File: src/rtl/shift_share_sched.sv
// -----------------------------------------------------------------------------
// shift_share_sched
//
// Shares one W-bit right barrel shifter (single-pass amounts 0..SHMAX) between
// two requesters: 0 = alignment, 1 = normalisation. Requests are arbitrated
// round-robin. Each accepted operation is run as one or two shifter passes:
//   FP32 amount <= 15     : one pass
//   FP32 amount 16..W-1   : two passes (15, then the remainder)
//   FP32 amount >= W      : no pass, the result is zero
//   FP16 (2 packed lanes) : one pass per lane, low lane first
// The assembled result is returned on a valid/ready output port.
//
// Ports
//   clk, rst_n            clock, asynchronous active-low reset
//   req_valid/req_ready   per-requester handshake (bit i = requester i)
//   req_fmt               per-requester format, 0 = FP32, 1 = FP16 pair
//   req_x0/req_sa0        requester 0 operand and amount(s)
//   req_x1/req_sa1        requester 1 operand and amount(s)
//                         operand FP16: lane0 [HW-1:0], lane1 [W-1:HW]
//                         amount: [SW-1:0] FP32 / lane0, [2*SW-1:SW] lane1
//   sh_fmt/sh_s/sh_x      drive the external shifter
//   sh_r                  shifter result (combinational from sh_s/sh_x)
//   out_valid/out_ready   result handshake
//   out_r/out_id/out_fmt  result, owning requester, result format
// -----------------------------------------------------------------------------
module shift_share_sched #(
    parameter int W     = 26,
    parameter int SW    = 8,
    parameter int SHMAX = 15
) (
    input  logic            clk,
    input  logic            rst_n,
    input  logic [1:0]      req_valid,
    output logic [1:0]      req_ready,
    input  logic [1:0]      req_fmt,
    input  logic [W-1:0]    req_x0,
    input  logic [2*SW-1:0] req_sa0,
    input  logic [W-1:0]    req_x1,
    input  logic [2*SW-1:0] req_sa1,
    output logic            sh_fmt,
    output logic [SW-1:0]   sh_s,
    output logic [W-1:0]    sh_x,
    input  logic [W-1:0]    sh_r,
    output logic            out_valid,
    input  logic            out_ready,
    output logic [W-1:0]    out_r,
    output logic            out_id,
    output logic            out_fmt
);

    // FP16 lane widths: lane0 is the low half, lane1 takes the remainder.
    localparam int HW = W / 2;
    localparam int HI = W - HW;

    // Amount thresholds as SW-bit constants so comparisons stay width-matched.
    localparam logic [SW-1:0] SA_LANE = SW'(HW);     // lane fully shifted out
    localparam logic [SW-1:0] SA_MAX  = SW'(SHMAX);  // single-pass limit
    localparam logic [SW-1:0] SA_ZERO = SW'(W);      // FP32 fully shifted out

    localparam logic [1:0] S_IDLE = 2'd0;
    localparam logic [1:0] S_P0   = 2'd1;
    localparam logic [1:0] S_P1   = 2'd2;
    localparam logic [1:0] S_DONE = 2'd3;

    logic [1:0]      state;
    logic            last_grant;
    logic [W-1:0]    x_q;
    logic [2*SW-1:0] sa_q;
    logic            fmt_q;

    logic            grant;
    logic            accept;
    logic [W-1:0]    sel_x;
    logic [2*SW-1:0] sel_sa;
    logic            sel_fmt;
    logic [SW-1:0]   sa_lo;
    logic [SW-1:0]   sa_hi;

    function automatic logic [SW-1:0] clamp_sa(input logic [SW-1:0] a);
        return (a > SA_MAX) ? SA_MAX : a;
    endfunction

    // ---------------------------------------------------------------- arbiter
    // A lone requester always wins; when both ask, the one not served last
    // time wins.
    always_comb begin
        // NOTE: every combinationally assigned signal gets a default first so
        // no path leaves it unassigned and no latch is inferred.
        grant = 1'b0;
        if (req_valid == 2'b11) begin
            grant = ~last_grant;
        end else if (req_valid[1]) begin
            grant = 1'b1;
        end
    end

    assign req_ready = (state == S_IDLE && |req_valid) ? (grant ? 2'b10 : 2'b01)
                                                        : 2'b00;
    assign accept    = |(req_valid & req_ready);

    assign sel_x   = grant ? req_x1  : req_x0;
    assign sel_sa  = grant ? req_sa1 : req_sa0;
    assign sel_fmt = req_fmt[grant];

    assign sa_lo = sa_q[SW-1:0];
    assign sa_hi = sa_q[2*SW-1:SW];

    // ---------------------------------------------------------- shifter drive
    // The shifter is idle (all zero) outside P0/P1. The second FP32 pass
    // re-shifts the partial result already captured in out_r.
    always_comb begin
        sh_fmt = 1'b0;
        sh_s   = '0;
        sh_x   = '0;
        case (state)
            S_P0: begin
                sh_fmt = fmt_q;
                sh_s   = clamp_sa(sa_lo);
                sh_x   = fmt_q ? {{HI{1'b0}}, x_q[HW-1:0]} : x_q;
            end
            S_P1: begin
                sh_fmt = fmt_q;
                if (fmt_q) begin
                    sh_s = clamp_sa(sa_hi);
                    sh_x = {{HW{1'b0}}, x_q[W-1:HW]};
                end else begin
                    sh_s = sa_lo - SA_MAX;
                    sh_x = out_r;
                end
            end
            default: ;
        endcase
    end

    assign out_valid = (state == S_DONE);

    // --------------------------------------------------------------- sequencer
    always_ff @(posedge clk or negedge rst_n) begin
        if (!rst_n) begin
            state      <= S_IDLE;
            last_grant <= 1'b1;
            x_q        <= '0;
            sa_q       <= '0;
            fmt_q      <= 1'b0;
            out_r      <= '0;
            out_id     <= 1'b0;
            out_fmt    <= 1'b0;
        end else begin
            // NOTE: state registers use non-blocking assignments so every
            // flop samples pre-edge values regardless of statement order.
            case (state)
                S_IDLE: begin
                    if (accept) begin
                        x_q        <= sel_x;
                        sa_q       <= sel_sa;
                        fmt_q      <= sel_fmt;
                        out_id     <= grant;
                        out_fmt    <= sel_fmt;
                        last_grant <= grant;
                        if (!sel_fmt && sel_sa[SW-1:0] >= SA_ZERO) begin
                            out_r <= '0;
                            state <= S_DONE;
                        end else begin
                            state <= S_P0;
                        end
                    end
                end
                S_P0: begin
                    if (fmt_q) begin
                        out_r[HW-1:0] <= (sa_lo >= SA_LANE) ? '0 : sh_r[HW-1:0];
                        state         <= S_P1;
                    end else begin
                        out_r <= sh_r;
                        state <= (sa_lo > SA_MAX) ? S_P1 : S_DONE;
                    end
                end
                S_P1: begin
                    if (fmt_q) begin
                        out_r[W-1:HW] <= (sa_hi >= SA_LANE) ? '0 : sh_r[HI-1:0];
                    end else begin
                        out_r <= sh_r;
                    end
                    state <= S_DONE;
                end
                default: begin
                    if (out_ready) begin
                        state <= S_IDLE;
                    end
                end
            endcase
        end
    end

endmodule

File: config.mk
export PLATFORM = sky130hd
export DESIGN_NAME = shift_share_sched
export DESIGN_NICKNAME = d
export VERILOG_FILES = /design/src/rtl/shift_share_sched.sv
export SDC_FILE = /design/constraint.sdc
export NUM_CORES = 1
export LEC_CHECK = 0
export ABC_CLOCK_PERIOD_IN_PS = 4800
export BUFFER_PORTS_ARGS = -buffer_cell sky130_fd_sc_hd__buf_2
export CAP_MARGIN = 10
export CORE_MARGIN = 8
export CORE_UTILIZATION = 51
export CTS_CLUSTER_DIAMETER = 200
export DETAILED_ROUTE_END_ITERATION = 8
export GPL_ROUTABILITY_DRIVEN = 0
export PLACE_DENSITY = 0.95
export RECOVER_POWER = 25
export SLEW_MARGIN = 10
export SYNTH_ARGS = -nofsm -noshare
export SYNTH_HDL_FRONTEND = slang
export SYNTH_SLANG_ARGS = --single-unit
export TNS_END_PERCENT = 100
File: constraint.sdc
create_clock -name clk -period 4.8 [get_ports clk]
set_clock_uncertainty 0.1 [all_clocks]
set_input_delay 0.24 -clock clk [delete_from_list [all_inputs] [get_ports clk]]
set_output_delay 0.24 -clock clk [all_outputs]
set_load 0.05 [all_outputs]
# Word-level counts from Yosys, hierarchy flattened

Index checks and enable logic that the tools add are counted.

Bits in registers: 73
Input port bits: 117
Word-level logic and storage cells: 69

Reductions and logical operators: 13
Bitwise operators: 2
Mux-type cells: 31
Add/sub/neg operators: 1
Eq/ne operators: 8
Magnitude comparators: 6

Operators with widths:

| operator                                                      | number |
|---|---|
| two-way mux 26 bit                                            | 5 |
| two-way mux 13 bit                                            | 6 |
| one-hot mux 26 bit (3 select lines)                           | 1 |
| one-hot mux 26 bit (2 select lines)                           | 1 |
| two-way mux 8 bit                                             | 3 |
| >= comparator 8 x 4 -> 1 bit, second input constant           | 2 |
| greater-than comparator 8 x 4 -> 1 bit, second input constant | 2 |
| two-way mux 16 bit                                            | 1 |
| one-hot mux 8 bit (2 select lines)                            | 1 |
| two-way mux 2 bit                                             | 5 |
| >= comparator 8 x 5 -> 1 bit, second input constant           | 1 |
| AND reduction 4 bit                                           | 2 |
| subtractor 8 x 4 -> 8 bit, second input constant              | 1 |
| two-way mux 1 bit                                             | 7 |
| equality test 2 bit, second input constant                    | 3 |
| inequality test 2 bit, second input constant                  | 3 |
| one-hot mux 2 bit (3 select lines)                            | 1 |
| OR reduction 2 bit                                            | 3 |
| AND reduction 2 bit                                           | 2 |
| nonzero test 4 bit                                            | 1 |
| nonzero test 3 bit                                            | 1 |
| bitwise AND 2 bit                                             | 1 |
| equality test 2 x 1 -> 1 bit, second input constant           | 1 |
| logical AND 1 bit                                             | 2 |
| other kinds (5)                                               | 5 |

# Logic depth before layout (Yosys ltp)

Word-level depth: 9
Depth in mapped cells: 8
Mapped depth without buffers: 7

# Worst setup path after synthesis

No wires, ideal clock.

Path kind: register -> output
From: register, netlist name out_fmt
To: output sh_s[0]
Stages on the path, launching flop included: 5
Arrival: 2.334 ns
Slack: 2.126 ns
Path through: dfrtp_1 buf_1 clkbuf_1 o221ai_1 a21oi_1

RTL lines:

| what          | line | text |
|---|---|---|
| end, declared | 41   | `output logic [SW-1:0] sh_s,` |

# Final worst setup path

From: register state[0]
To: output sh_x[23]

Cells in the longest elaborated chain, start to end: 2
Elaborated cells on any way between the ends: 3

Ends and longest elaborated chain:

| what                                                                       | line | text |
|---|---|---|
| start, declared                                                            | 65   | `logic [1:0] state;` |
| start signal, assigned                                                     | 174  | `state <= (sa_lo > SA_MAX) ? S_P1 : S_DONE;` |
| equality test 2 bit / equality test 2 x 1 -> 1 bit (equally long branches) | 115  | `case (state)` |
| one-hot mux 26 bit (2 select lines) *                                      | 115  |  |
| end, declared                                                              | 42   | `output logic [W-1:0] sh_x,` |

Mark *: on every way between the ends. The rest lies on a longest branch, timed or not.

==> out/qor.yml <==
synth_common_cells: "a22o_1 (97), dfrtp_1 (72), clkbuf_1 (24), nor2_1 (22), o21ai_0 (16)"
r2r-start: "last_grant"
clkTransAtPathRegs_ps: 70
yosysWarnings: 0
finalSetupViolations: 0
drc: 0
cts_buffers: 9
power_density_nw_per_um2: 758
relSlewSlack_pct: -21.0
ys_seq_area_share_pct: 44.4
drive_gt1_share_pct: 37.5
met1_usage_pct: 30.5
synth_area_leader_cell: "dfrtp_1"
fin_setup_tns_ps: 0
die_height_um: 106
grt_pass1_vias: 4282
grt_pass1_wl_um: 22300
synthFlopType: "dfrtp_1"
syn_inst: 381
fill_cells: 610
vias: 4116
grt.busiest_layer: "met2"
worstSetupStartpointType: "flop"
min_to: "out_r[1]"
track_usage_pct: 24.6
hold_path_class: "in -> reg"
vdd_ir_drop_max_uv: 311
r2r_slack_ps: 2110
p_leak_nw: 2.59
met2_usage_pct: 38.3
synth_async_sr_flop_share_pct: 100
fin_crit_ps: 3000
dp_hpwl_um: 10500
clock_path_buffers: 2
synth_area_um2: 4110
synth_area_leaders: "dfrtp_1 (44%), a22o_1 (21%), mux2_2 (3.6%)"
overflow: 0
rr_endpoint: "out_r[10]"
area_delta_synth_final_pct: 26.4
viasPerCell: 6.32
post-route-period-util_pct: 62.5
met3_usage_pct: 7.06
clock_latency_ps: 330
hold_violations: 0
drt-total-wl_um: 13800
finalNetCount: 668
fmaxAchievable_mhz: 333
cts_tree: "built"
worstSetupEndpointType: "primary output"
drv_slew: 74
critPathArrivalTime_ps: 2660
worstHoldPathCells: 2
ios: 183
synth-seq-cells: 73
critPathKind: "reg -> out"
start_util_pct: 53.0
ant_nets: 0
ys_types: 46
coreArea_um2: 7770
worstHoldStart: "sh_r[1]"
rsz0062_at_grt: "no"
synth_edf_count: 0
hold_ws_ps: 53.7
fp-row-count: 32
synth_top_area_share_pct: 43.8
wl_per_cell_um: 21.2
synth_fp_nets: 505
cts_sinks: 73
root_buffer: "clkbuf_8"
portBuffers: 182
die_area_um2: 11200
synthMostInstantiatedCell: "a22o_1"
status: "complete, but fails checks"
drt_iter0_drc: 311
diodes: 0
die_x_um: 106
antenna_found_initial: 0
drv_cap: 1
grt_max_degree: 74
violations: "max-capacitance violations, max-slew violations"
r2r_cells: 6
first_pass_iters: 5
cp_data_required_time_ps: 4460
syn_avg_cell_area_um2: 10.8
tightest_slew_ps: 1810
crit_fanout: 25
htreeDepth: 3
final cells by class:
cell class	instances	area, um^2	area share (%)
clock buffer	10	128	2.45
sequential	73	1830	35.2
inverter	6	22.5	0.433
multi-input combinational	268	2150	41.3
tap	102	128	2.45
timing repair buffer	186	910	17.5
clock inverter	6	35.0	0.674
sequential cells by signal, indices dropped and copies added (netlist names):
register and flops:
last_grant 1, out_fmt 1, out_id 1, out_r 26, sa_q 16, state 2
x_q 26
critical path, cell delays in order, from the launching register on:
cell	delay (ps)
dfrtp_1	420
inv_1	110
ha_1	730
and3_1	590
a22o_1	220
buf_2	260
placed cells by master (no fill, tap or decap), types with 2 or more instances in the layout:
cell type and n:
a32o_1 13, clkinvlp_4 2, mux2_2 13, nor4_1 2, inv_1 5, nor3_1 3
a22o_1 97, buf_4 3, a22o_2 10, nand3_1 2, dfrtp_1 72, mux2i_1 9
nor2_1 21, buf_2 154, a22oi_1 13, clkbuf_1 28, a21o_1 4, clkbuf_8 9
ha_1 6, a21oi_1 7, o22ai_1 2, a221o_1 2, xnor2_1 3, o221ai_1 3
o31ai_1 2, nand2_1 14, o211ai_1 4, and3_1 2, o21ai_0 16, clkinv_2 4
nor3b_1 2, nand2b_1 3
report_power, final:
| part | leakage, nW | switching, mW | internal, mW | total (mW) |
|---|---|---|---|---|
| combinational | 1.57 | 1.59 | 0.763 | 2.35 |
| sequential | 0.933 | 0.298 | 0.882 | 1.18 |
| clock | 0.0818 | 0.226 | 0.184 | 0.411 |
| total | 2.59 | 2.11 | 1.83 | 3.94 |
how the worst max path moves through the flow:
stage	start	to	slack (ps)
6_report	state[0]	sh_x[23]	1800
5_1_grt	state[0]	sh_x[21]	1580
4_1_cts	state[0]	sh_x[23]	1810
3_5_place_dp	state[0]	out_r[19]	2190
3_3_place_gp	last_grant	out_r[3]	2270
2_1_floorplan	out_fmt	sh_s[0]	2130
stage by stage:
step | power, mW | area (um^2) | util, % | setup slack [ps] | std cells
after detailed placement | 3.53 | 5060 | 65.2 | 2190 | 634
after floorplan | 2.93 | 4110 | - | 2130 | 381
after global placement | 3.43 | 5060 | 65.2 | 2270 | 634
final | 3.94 | 5200 | 66.9 | 1800 | 651
after CTS | 3.93 | 5240 | 67.4 | 1810 | 651
after global routing | 4.16 | 5200 | 66.9 | 1580 | 651
kinds of logic (layout without fill, tap and decap cells):
| kind of cell | Yosys count | after routing | share of synthesized area [%] |
|---|---|---|---|
| fa+ha+maj | 7 | 7 | 2.13 |
| compound gates | 181 | 181 | 36.7 |
| buf+inv | 40 | 208 | 4.01 |
| mux | 22 | 22 | 5.75 |
| flops | 73 | 73 | 44.4 |
| simple gates | 54 | 54 | 6.11 |
| xor+xnor | 4 | 4 | 0.852 |
per-layer routing:
metal	part of all wire [%]	up-vias
met4	3.0	0
met1	40	1963
met2	46	268
met5	0	-
met3	10	39
li1	-	1846
timing repair:
item,4_1_cts,5_1_grt
hold buffers,1,0
hold endpoints to repair,72,0
setup endpoints to repair,0,0
gates resized for setup,0,0
setup buffers,0,0
No activity file was read; power rests on OpenSTA's default activity.
